==> src/rtl/lfsr_seq.sv <==
// Fibonacci LFSR with seed load, wrap detection against a reference seed and
// recovery from the all-zero lock-up state. Q[1] is the MSB and receives feedback.
module lfsr_seq #(
    parameter int unsigned N = 3,
    parameter logic [N-1:0] RESET_SEED = N'(1)
) (
    input  logic         clk,
    input  logic         reset_n,
    input  logic         en,
    input  logic         load,
    input  logic [N-1:0] seed,
    output logic [1:N]   Q,
    output logic [N-1:0] count,
    output logic         wrap,
    output logic         lockup_err
);

    localparam logic [N-1:0] ONE       = N'(1);
    localparam logic [N-1:0] INIT_SEED = (RESET_SEED == '0) ? ONE : RESET_SEED;

    if (N < 3 || N > 16) begin : g_bad_width
        $error("lfsr_seq: N must be in 3..16");
    end

    // Tap t refers to Q[t], which lives at bit N-t of the internal state.
    function automatic logic [N-1:0] bit_at(input int unsigned t);
        return ONE << (N - t);
    endfunction

    function automatic logic [N-1:0] tap_mask();
        case (N)
            3:       return bit_at(3)  | bit_at(2);
            4:       return bit_at(4)  | bit_at(3);
            5:       return bit_at(5)  | bit_at(3);
            6:       return bit_at(6)  | bit_at(5);
            7:       return bit_at(7)  | bit_at(6);
            8:       return bit_at(8)  | bit_at(6)  | bit_at(5) | bit_at(4);
            9:       return bit_at(9)  | bit_at(5);
            10:      return bit_at(10) | bit_at(7);
            11:      return bit_at(11) | bit_at(9);
            12:      return bit_at(12) | bit_at(6)  | bit_at(4) | bit_at(1);
            13:      return bit_at(13) | bit_at(4)  | bit_at(3) | bit_at(1);
            14:      return bit_at(14) | bit_at(5)  | bit_at(3) | bit_at(1);
            15:      return bit_at(15) | bit_at(14);
            16:      return bit_at(16) | bit_at(15) | bit_at(13) | bit_at(4);
            default: return ONE;
        endcase
    endfunction

    localparam logic [N-1:0] TAPS = tap_mask();

    logic [N-1:0] state;
    logic [N-1:0] state_nxt;
    logic [N-1:0] ref_seed;
    logic [N-1:0] ref_nxt;
    logic [N-1:0] count_nxt;
    logic [N-1:0] step;
    logic         fb;
    logic         wrap_nxt;
    logic         lockup_nxt;

    assign fb   = ^(state & TAPS);
    assign step = {fb, state[N-1:1]};
    assign Q    = state;

    // Priority below reset: load, lock-up recovery, enabled step, hold.
    always_comb begin
        state_nxt  = state;
        ref_nxt    = ref_seed;
        count_nxt  = count;
        wrap_nxt   = 1'b0;
        lockup_nxt = 1'b0;
        if (load) begin
            count_nxt = '0;
            if (seed == '0) begin
                state_nxt  = ONE;
                ref_nxt    = ONE;
                lockup_nxt = 1'b1;
            end else begin
                state_nxt = seed;
                ref_nxt   = seed;
            end
        end else if (state == '0) begin
            state_nxt  = ref_seed;
            count_nxt  = '0;
            lockup_nxt = 1'b1;
        end else if (en) begin
            state_nxt = step;
            if (step == ref_seed) begin
                count_nxt = '0;
                wrap_nxt  = 1'b1;
            end else begin
                count_nxt = count + ONE;
            end
        end
    end

    always_ff @(posedge clk) begin
        if (!reset_n) begin
            state      <= INIT_SEED;
            ref_seed   <= INIT_SEED;
            count      <= '0;
            wrap       <= 1'b0;
            lockup_err <= 1'b0;
        end else begin
            state      <= state_nxt;
            ref_seed   <= ref_nxt;
            count      <= count_nxt;
            wrap       <= wrap_nxt;
            lockup_err <= lockup_nxt;
        end
    end

endmodule

==> config.mk <==
export PLATFORM = sky130hd
export DESIGN_NAME = lfsr_seq
export DESIGN_NICKNAME = d
export VERILOG_FILES = /design/src/rtl/lfsr_seq.sv
export SDC_FILE = /design/constraint.sdc
export NUM_CORES = 1
export LEC_CHECK = 0
export ABC_CLOCK_PERIOD_IN_PS = 1300
export CAP_MARGIN = 20
export CORE_AREA = 2 2 42 44
export CTS_CLUSTER_DIAMETER = 40
export DETAILED_ROUTE_END_ITERATION = 6
export DIE_AREA = 0 0 44 46
export GPL_TIMING_DRIVEN = 0
export PLACE_DENSITY = 0.67
export SKIP_LAST_GASP = 1
export SYNTH_ARGS = -nofsm -noshare
export SYNTH_HDL_FRONTEND = slang
export SYNTH_SLANG_ARGS = --single-unit
==> constraint.sdc <==
create_clock -name clk -period 1.3 [get_ports clk]
set_input_delay 0.26 -clock clk [delete_from_list [all_inputs] [get_ports clk]]
set_output_delay 0.26 -clock clk [all_outputs]
set_load 0.02 [all_outputs]
**Word-level counts from Yosys, hierarchy flattened**

Index checks and enable logic that the tools add are counted.

- Bits in registers: 11
- Bits of input ports: 7
- Output and inout bits: 8
- Word-level logic and storage cells: 24

- $add $sub $neg: 1
- Eq/ne operators: 1
- Muxes and demuxes: 9
- Bitwise operators: 2
- Reduce and logical (&&, ||, !) cells: 6

Operators by type and width:

| cell | count |
|---|---|
| 3-bit 2-to-1 mux | 5 |
| 3-bit zero test | 2 |
| 1-bit 2-to-1 mux | 4 |
| 4-bit OR reduction | 1 |
| 3-bit by 1-bit adder with 3-bit output (second input constant) | 1 |
| 3-bit equality test | 1 |
| 3-bit nonzero test | 1 |
| 3-bit OR reduction | 1 |
| 3-bit parity | 1 |
| 1-bit inverter | 2 |

**Logic depth before layout (Yosys ltp)**

Gate-level depths: netlist of run 1.

- Depth in word-level cells: 4
- Depth in mapped cells: 6
- Gate-level depth less buffers: 5

**Least setup slack after synthesis of run 1**

Ideal clock, no wire load.

- Kind: register to register
- Start point: register state[1] (netlist: Q[2])
- End point: register wrap
- Setup time: 0.060 ns
- Data arrival time: 1.332 ns
- Data required time: 1.240 ns
- Slack: -0.092 ns
- Cell stages (with the launch flop): 6
- Path buffers: 0
- Period minus slack after synthesis: 1.392 ns
- Cell sequence: dfxtp_1 -> inv_1 -> ha_1 -> xnor2_1 -> and4_4 -> and3_1

- Word-level cells in the longest chain between the ends: 3
- Elaborated cells on any way between the ends: 5
- Classes of those cells: eq/ne: 1; mux: 1; reduce/logical: 3

Ends and longest elaborated chain:

| element | line | RTL |
|---|---|---|
| from (decl) | 52 | `logic [N-1:0] state;` |
| from (signal assigned) | 106 | `state <= state_nxt;` |
| 3-bit parity | 62 | `assign fb = ^(state & TAPS);` |
| 3-bit equality test | 89 | `if (step == ref_seed) begin` |
| 1-bit 2-to-1 mux | 89 |  |
| to (signal assigned) | 109 | `wrap <= wrap_nxt;` |
| to (decl) | 14 | `output logic wrap,` |

Several ways; a longest one is shown, not always the timed one.
A chain may end at the register's enable or synchronous reset.

**Final worst setup path of run 1**

- Start point: register state[1] (netlist: Q[2])
- End point: register state[1] (netlist: Q[2])

- Word-level cells in the longest chain between the ends: 3
- Elaborated cells on any way between the ends: 4
- Classes of those cells: mux: 2; reduce/logical: 2

Ends and longest elaborated chain:

| element | line | RTL |
|---|---|---|
| 3-bit zero test (*) | 83 | `end else if (state == '0) begin` |
| 3-bit 2-to-1 mux | 83 |  |
| 3-bit 2-to-1 mux | 73 | `if (load) begin` |

Mark *: on every way between the ends. The rest lies on a longest branch, timed or not.

==> reports/metrics.cfg, run 1 <==
[job]
max_cap_violations = 0

[clocking]
insertion_delay_ps = 270
post_cts_buffers = 0
cts_tree = built
htree_levels = 1
clock-sinks = 11
cts_made_buffers = 3
root_buffer = clkbuf_4
cts.reportedPaths.clkPinSlew_ps = 70
ctsHoldBuffers = 0
clock_tree.buffer_depth = 2

[layout]
layout-drive-gt1-share = 0.247
fin_util = 0.480
n_fill_cell = 176
instances_no_fill = 94
antenna_cells = 0
syn_to_final_growth_pct = 30.9
fin_nets = 87

[timing]
slew_headroom = 0.846
maxSlewViolCount = 0
rsz0062_at_grt = false
finalSetupViolations = 0
max_freq_mhz = 809
worst_pin_slew_ps = 230
fin_crit_ps = 1240
finalHoldViolCount = 0
period_share = 0.951
finClkSkew_ps = 5.48

[logic_synthesis]
synthXorXnorAreaFrac = 0.0740
synth_top_family_by_area = simple AND/OR/NAND/NOR gates
syn_inst = 60
synth_simple_gate_area_frac = 0.252
syn_avg_cell_area_um2 = 9.86
synth_fp_nets = 69
muxShareOfSynthArea = 0.0677
synth-adder-area-share = 0.0423
synth_warnings = 0
synth_compound_area_frac = 0.123
syn-cell-area_um2 = 592
ys_seq_area_frac = 0.372
ys_ff_latch = 11
yosys.cell_types.count = 30

[global_routing]
grt_usage = 0.116
grt_pass1_wl_um = 1630
antenna_found_initial = 0
grt_max_degree = 11
grt-ovfl-total = 0
grt_pass1_vias = 400

[critical_path]
critPathKind = register to register
r2r_slack_ps = 60
cp_max_fo = 9
r2r_end = Q[2]
critical_path_required_ps = 1500
critPathLaunchType = register
rr_worst_depth = 6
end_kind = register
r2r-start = Q[2]
critical_path_arrival_ps = 1440

[die]
core-area_mm2 = 0.00161
start_util = 0.367
die_area_mm2 = 0.00202
die_h_um = 46
die_w_um = 44
rows = 15
io_pins = 15

[hold_path]
hold_depth = 3
hold_path.class = input pin to register
min_to = count[0]
holdCritStartpoint = en

[power]
vdd_drop_max_v = 0.000659
pwr-share-clk = 0.302
p_leak_nw = 0.333
seq_power_share = 0.469
swShare = 0.279
intPower_w = 0.000569
power_density_mw_per_mm2 = 1020
netSwitchingPower_w = 0.000220
pwr-share-comb = 0.229

[detailed_routing]
drtIter0Drc = 1
vias = 485
remaining_drc_errors = 0
wl_um = 1040
dr.pass1.iters = 4
wl_per_cell_um = 11.1
drtAntennaViolNets = 0
viasPerCell = 5.16

[place]
post-place-cells = 90
post-dp-hpwl_um = 804
place.gp.congestion = 0.751
portBuffers = 13

[run_status]
run_status = finished, final reports clean

==> area by class of cell <==
type / instances / area [µm²] / share of cell area
inverters: 3 / 11.3 / 0.0145
clock buffers: 4 / 26.3 / 0.0339
repair buffers: 13 / 118 / 0.152
flip-flops and latches: 11 / 225 / 0.291
plain buffers: 3 / 30.0 / 0.0388
multi-input cells: 43 / 343 / 0.443
well taps: 17 / 21.3 / 0.0275
==> per-layer routing <==
| layer | vias to the layer above | GRT usage | routed length, µm |
|---|---|---|---|
| met4 | 0 | 0.109 | 38 |
| met1 | 221 | 0.124 | 459 |
| met3 | 5 | 0.0278 | 60 |
| met5 | - | 0 | 0 |
| li1 | 242 | - | - |
| met2 | 17 | 0.188 | 485 |
==> placed cells by master (no fill, tap or decap), types with 2 or more instances in the layout <==
| master | count |
|---|---|
| nand2b_1 | 3 |
| dfxtp_1 | 9 |
| nand2_1 | 4 |
| nor2_1 | 3 |
| dlygate4sd2_1 | 6 |
| buf_6 | 2 |
| clkbuf_4 | 3 |
| xnor2_1 | 4 |
| nor3_1 | 4 |
| mux2i_1 | 4 |
| clkdlybuf4s50_1 | 5 |
| inv_1 | 2 |
==> how the worst max path moves through the flow <==
stage                        from       end  slack, ps  cells after the start
final                        Q[2]      Q[2]         60                      6
after global routing         Q[2]      Q[3]          2                      6
after CTS                    Q[1]      Q[1]         -8                      1
after detailed placement     load      Q[2]       -160                      5
after global placement    reset_n  count[1]       -150                      4
after floorplan              Q[2]      wrap          6                      5
==> kinds of logic after synthesis <==
group	Yosys count
multiplexers	4
AND/OR/NAND/NOR	23
AO/OA/AOI/OAI	9
flip-flops	11
buffers and inverters	6
adder cells (fa/ha/maj)	2
XOR/XNOR	5
==> synth_stat cells (all sizes together) <==
library cell / n / area share
o22ai: 1 / 0.011
ha: 2 / 0.042
and3: 1 / 0.011
nor3: 4 / 0.034
inv: 3 / 0.019
nand2: 4 / 0.025
dfxtp: 11 / 0.37
xnor2: 4 / 0.059
nor2: 4 / 0.038
a211o: 1 / 0.015
o21ai: 1 / 0.0084
and4: 2 / 0.034
buf: 3 / 0.051
mux2i: 4 / 0.068
a21oi: 2 / 0.023
nand2b: 4 / 0.055
o32a: 1 / 0.019
o21a: 1 / 0.013
nand3: 1 / 0.0084
xor2: 1 / 0.015
nor2b: 2 / 0.025
nor3b: 1 / 0.021
a211oi: 2 / 0.034
==> critical path, cell delays in order (launching register included) <==
cell and delay [ps]:
dfxtp_4 360, inv_1 80, ha_4 150, nand2b_4 50, buf_6 130, a211o_1 270, a21oi_2 130
==> stage by stage <==
step	TNS (ps)	setup WS (ps)	power (W)	hold WS (ps)	instance area, µm²
after global placement	-762	-154	0.000560	496	746
final	0	63.2	0.000789	349	774
after floorplan	0	6.04	0.000501	322	594
after detailed placement	-825	-160	0.000562	500	746
after CTS	-8.21	-8.21	0.000791	344	762
after global routing	0	1.98	0.000829	366	774
==> what timing repair did <==
item | CTS | global route
gates resized for setup | 8 | 7
setup endpoints to repair | 9 | 7
pin swaps | 0 | 1
==> power by group through the flow <==
stage / sequential (W) / combinational (W) / clock, W
detailed placement: 0.000379 / 0.000183 / 0
global route: 0.000373 / 0.000198 / 0.000258
global placement: 0.000378 / 0.000182 / 0
CTS: 0.000370 / 0.000175 / 0.000245
floorplan: 0.000392 / 0.000109 / 0
finish: 0.000370 / 0.000181 / 0.000238
==> sequential cells by signal, indices dropped and copies added, names as in the netlist <==
| signal | cells |
|---|---|
| wrap | 1 |
| Q | 3 |
| count | 3 |
| ref_seed | 3 |
| lockup_err | 1 |
Power figures use the tool's default switching activity.
==> run 2, diff against run 1 <==
--- a/config.mk
+++ b/config.mk
@@ -6,7 +6,6 @@
 export NUM_CORES = 1
 export LEC_CHECK = 0
 export ABC_CLOCK_PERIOD_IN_PS = 1300
-export CAP_MARGIN = 20
 export CORE_AREA = 2 2 42 44
 export CTS_CLUSTER_DIAMETER = 40
 export DETAILED_ROUTE_END_ITERATION = 6
==> results of run 2 <==
Final layout, timing and power as in run 1 (identical DEF).
==> RTL edit, RTL diff (flow settings as in run 2) <==
Change the parameter `N` from 3 to 5.
--- a/src/rtl/lfsr_seq.sv
+++ b/src/rtl/lfsr_seq.sv
@@ -2,5 +2,5 @@
 // recovery from the all-zero lock-up state. Q[1] is the MSB and receives feedback.
 module lfsr_seq #(
-    parameter int unsigned N = 3,
+    parameter int unsigned N = 5,
     parameter logic [N-1:0] RESET_SEED = N'(1)
 ) (
Ports: changed (resized Q, count and seed); port bits go from 15 to 21. The function was not compared with the original's and may differ.
==> RTL edit against run 2 <==
Sequential power up 57%. Die area unchanged. Non-clock buffer count up 10. Total power up 44%. Sequential cell count up 6. Wire length up 82%. Fmax down 6.2%. Cell area up 47%. Critical endpoint is now count[4]. Worst setup slack worse by 81 ps. The flow now finishes with violations (negative setup slack). Synthesized area up 44%.
==> RTL edit: results (changes against run 2) <==
| Metric | Value |
|---|---|
| Reg2Reg Depth | 5 (-1) |
| Met2 Track Usage GR | 0.376 (+0.188) |
| Vias in the first global route | 716 (+79%) |
| Final count of negative-setup-slack endpoints | 5 (+5) |
| Reg clk slew, reported paths | 100 ps (+30 ps) |
| Worst Hold End | ref_seed[0] |
| Initial antenna violation count | 0 (unchanged) |
| Worst path slowest cell | dfxtp_4 |
| Hpwl dp | 1370 um (+70%) |
| Met1 Usage GRT | 0.255 (+0.131) |
| RD Place Congestion | 0.772 (+2.9%) |
| Status | complete, but fails checks |
| Worst Hold Class | input pin to flip-flop |
| Worst r2r src | Q[3] |
| WL met3 | 99 um (+65%) |
| DR pass1 iterations | 4 (unchanged) |
| CTS root buf | clkbuf_4 |
| Commonest cells post-synth | 17 x dfxtp_1, 13 x nor2_1, 8 x a21oi_1 |
| Detail Route met2 WL | 925 um (+91%) |
| Layout cells sized above 1 | 0.250 (+0.00325) |
| Post-Syn Nets | 100 (+45%) |
| Via density | 5.62 (+9.0%) |
| Largest net degree at the start of global routing | 11 (unchanged) |
| Leakage Power | 0.463 nW (+39%) |
| Met3 usage | 0.0357 (+0.00794) |
| Cell Area, Placed | 1080 um2 (+45%) |
| Hold path startpoint | reset_n |
| Routed Wire Length | 1900 um (+82%) |
| Critical setup path kind | flip-flop to flip-flop |
| Deepest clock path buffer count | 2 (unchanged) |
| Register area share after synthesis | 0.398 (+0.0262) |
| First-pass GRT wire length | 3150 um (+93%) |
| Initial DRC count | 11 (+10) |
| Num CTS Buffers | 3 (unchanged) |
| CP max FO | 5 (-4) |
| Delay-heaviest family, CP | flip-flops |
| Clk_lat worst skew | 300 ps (+30 ps) |
| Failing checks | negative setup slack |
| Final Net Count | 127 (+46%) |
| Met1 WL | 831 um (+81%) |
| Distinct cells, synth | 33 (+10%) |
| Hold Path Depth | 2 (-1) |
| Crit path largest cell delay | roughly 350 ps |
| Fin worst setup slack | -18.0 ps (-81.2 ps) |
| PortBufs | 20 (+7) |
| Worst path arrival time | 1510 ps (+70 ps) |
| H-tree levels | 1 (unchanged) |
| Dpl ws | -481 ps (-321 ps) |
| Ys async rst share | 0 (unchanged) |
| Tot GR Track Use | 0.216 (+0.0995) |
| Worst vdd ir | 640 uV (-2.9%) |
| Worst Setup EP | count[4] |
| Yosys warnings | 0 (unchanged) |
| Max-slew headroom | 0.785 (-0.0610) |
| Synth top area cells | dfxtp_1 40%, xnor2_1 6.1%, mux2i_1 5.9% |
| Antenna cells | 0 (unchanged) |
| FILL cells | 152 (-14%) |
| Final Skew | 7.80 ps (+2.32 ps) |
## RTL edit: cell types whose count changed after synthesis, moves of 4 or more
cell / run 2 / this run
nor2_1: 3 / 13
dfxtp_1: 11 / 17
a21oi_1: 1 / 8
nor3_1: 4 / 0
## RTL edit: report_power, final
| group | total (mW) | internal [mW] | switching [mW] | leakage [nW] |
|---|---|---|---|---|
| clock network | 0.294 | 0.120 | 0.174 | 0.0150 |
| logic | 0.264 | 0.133 | 0.131 | 0.307 |
| registers | 0.581 | 0.548 | 0.0335 | 0.141 |
| total | 1.14 | 0.801 | 0.338 | 0.463 |
## RTL edit: layout make-up
class,instances,share of cell area
Buffer,4,0.0330
Inverter,3,0.0110
Clock buffer,4,0.0231
Multi-Input combinational cell,66,0.433
Tap cell,17,0.0187
Timing Repair Buffer,22,0.172
Sequential cell,17,0.309
## RTL edit: what timing repair did
item / 4_1_cts / 5_1_grt
buffers inserted: 2 / 0
setup endpoints to repair: 23 / 17
endpoints found under the hold margin: 0 / 0
pin swaps: 4 / 4
gates resized for setup: 23 / 11
## RTL edit: logic make-up (layout without fill, tap and decap cells)
family,count (synthesis),after routing,share of synthesized area
and+or+nand+nor,28,28,0.177
AOI/OAI and AO/OA,22,22,0.186
DFF,17,17,0.398
xor gates and xnor gates,10,10,0.119
buffers and inverters,7,33,0.0469
muxes,5,5,0.0586
adders and majority gates,1,1,0.0146
## RTL edit: through the flow
stage          setup TNS [ps]   util  hold WS [ps]  cells
2_1_floorplan               0      -           322     90
3_3_place_gp            -4290  0.672           497    127
3_5_place_dp            -4440  0.672           511    127
4_1_cts                  -112  0.699           406    133
5_1_grt                  -574  0.705           426    133
6_report                -42.9  0.705           405    133
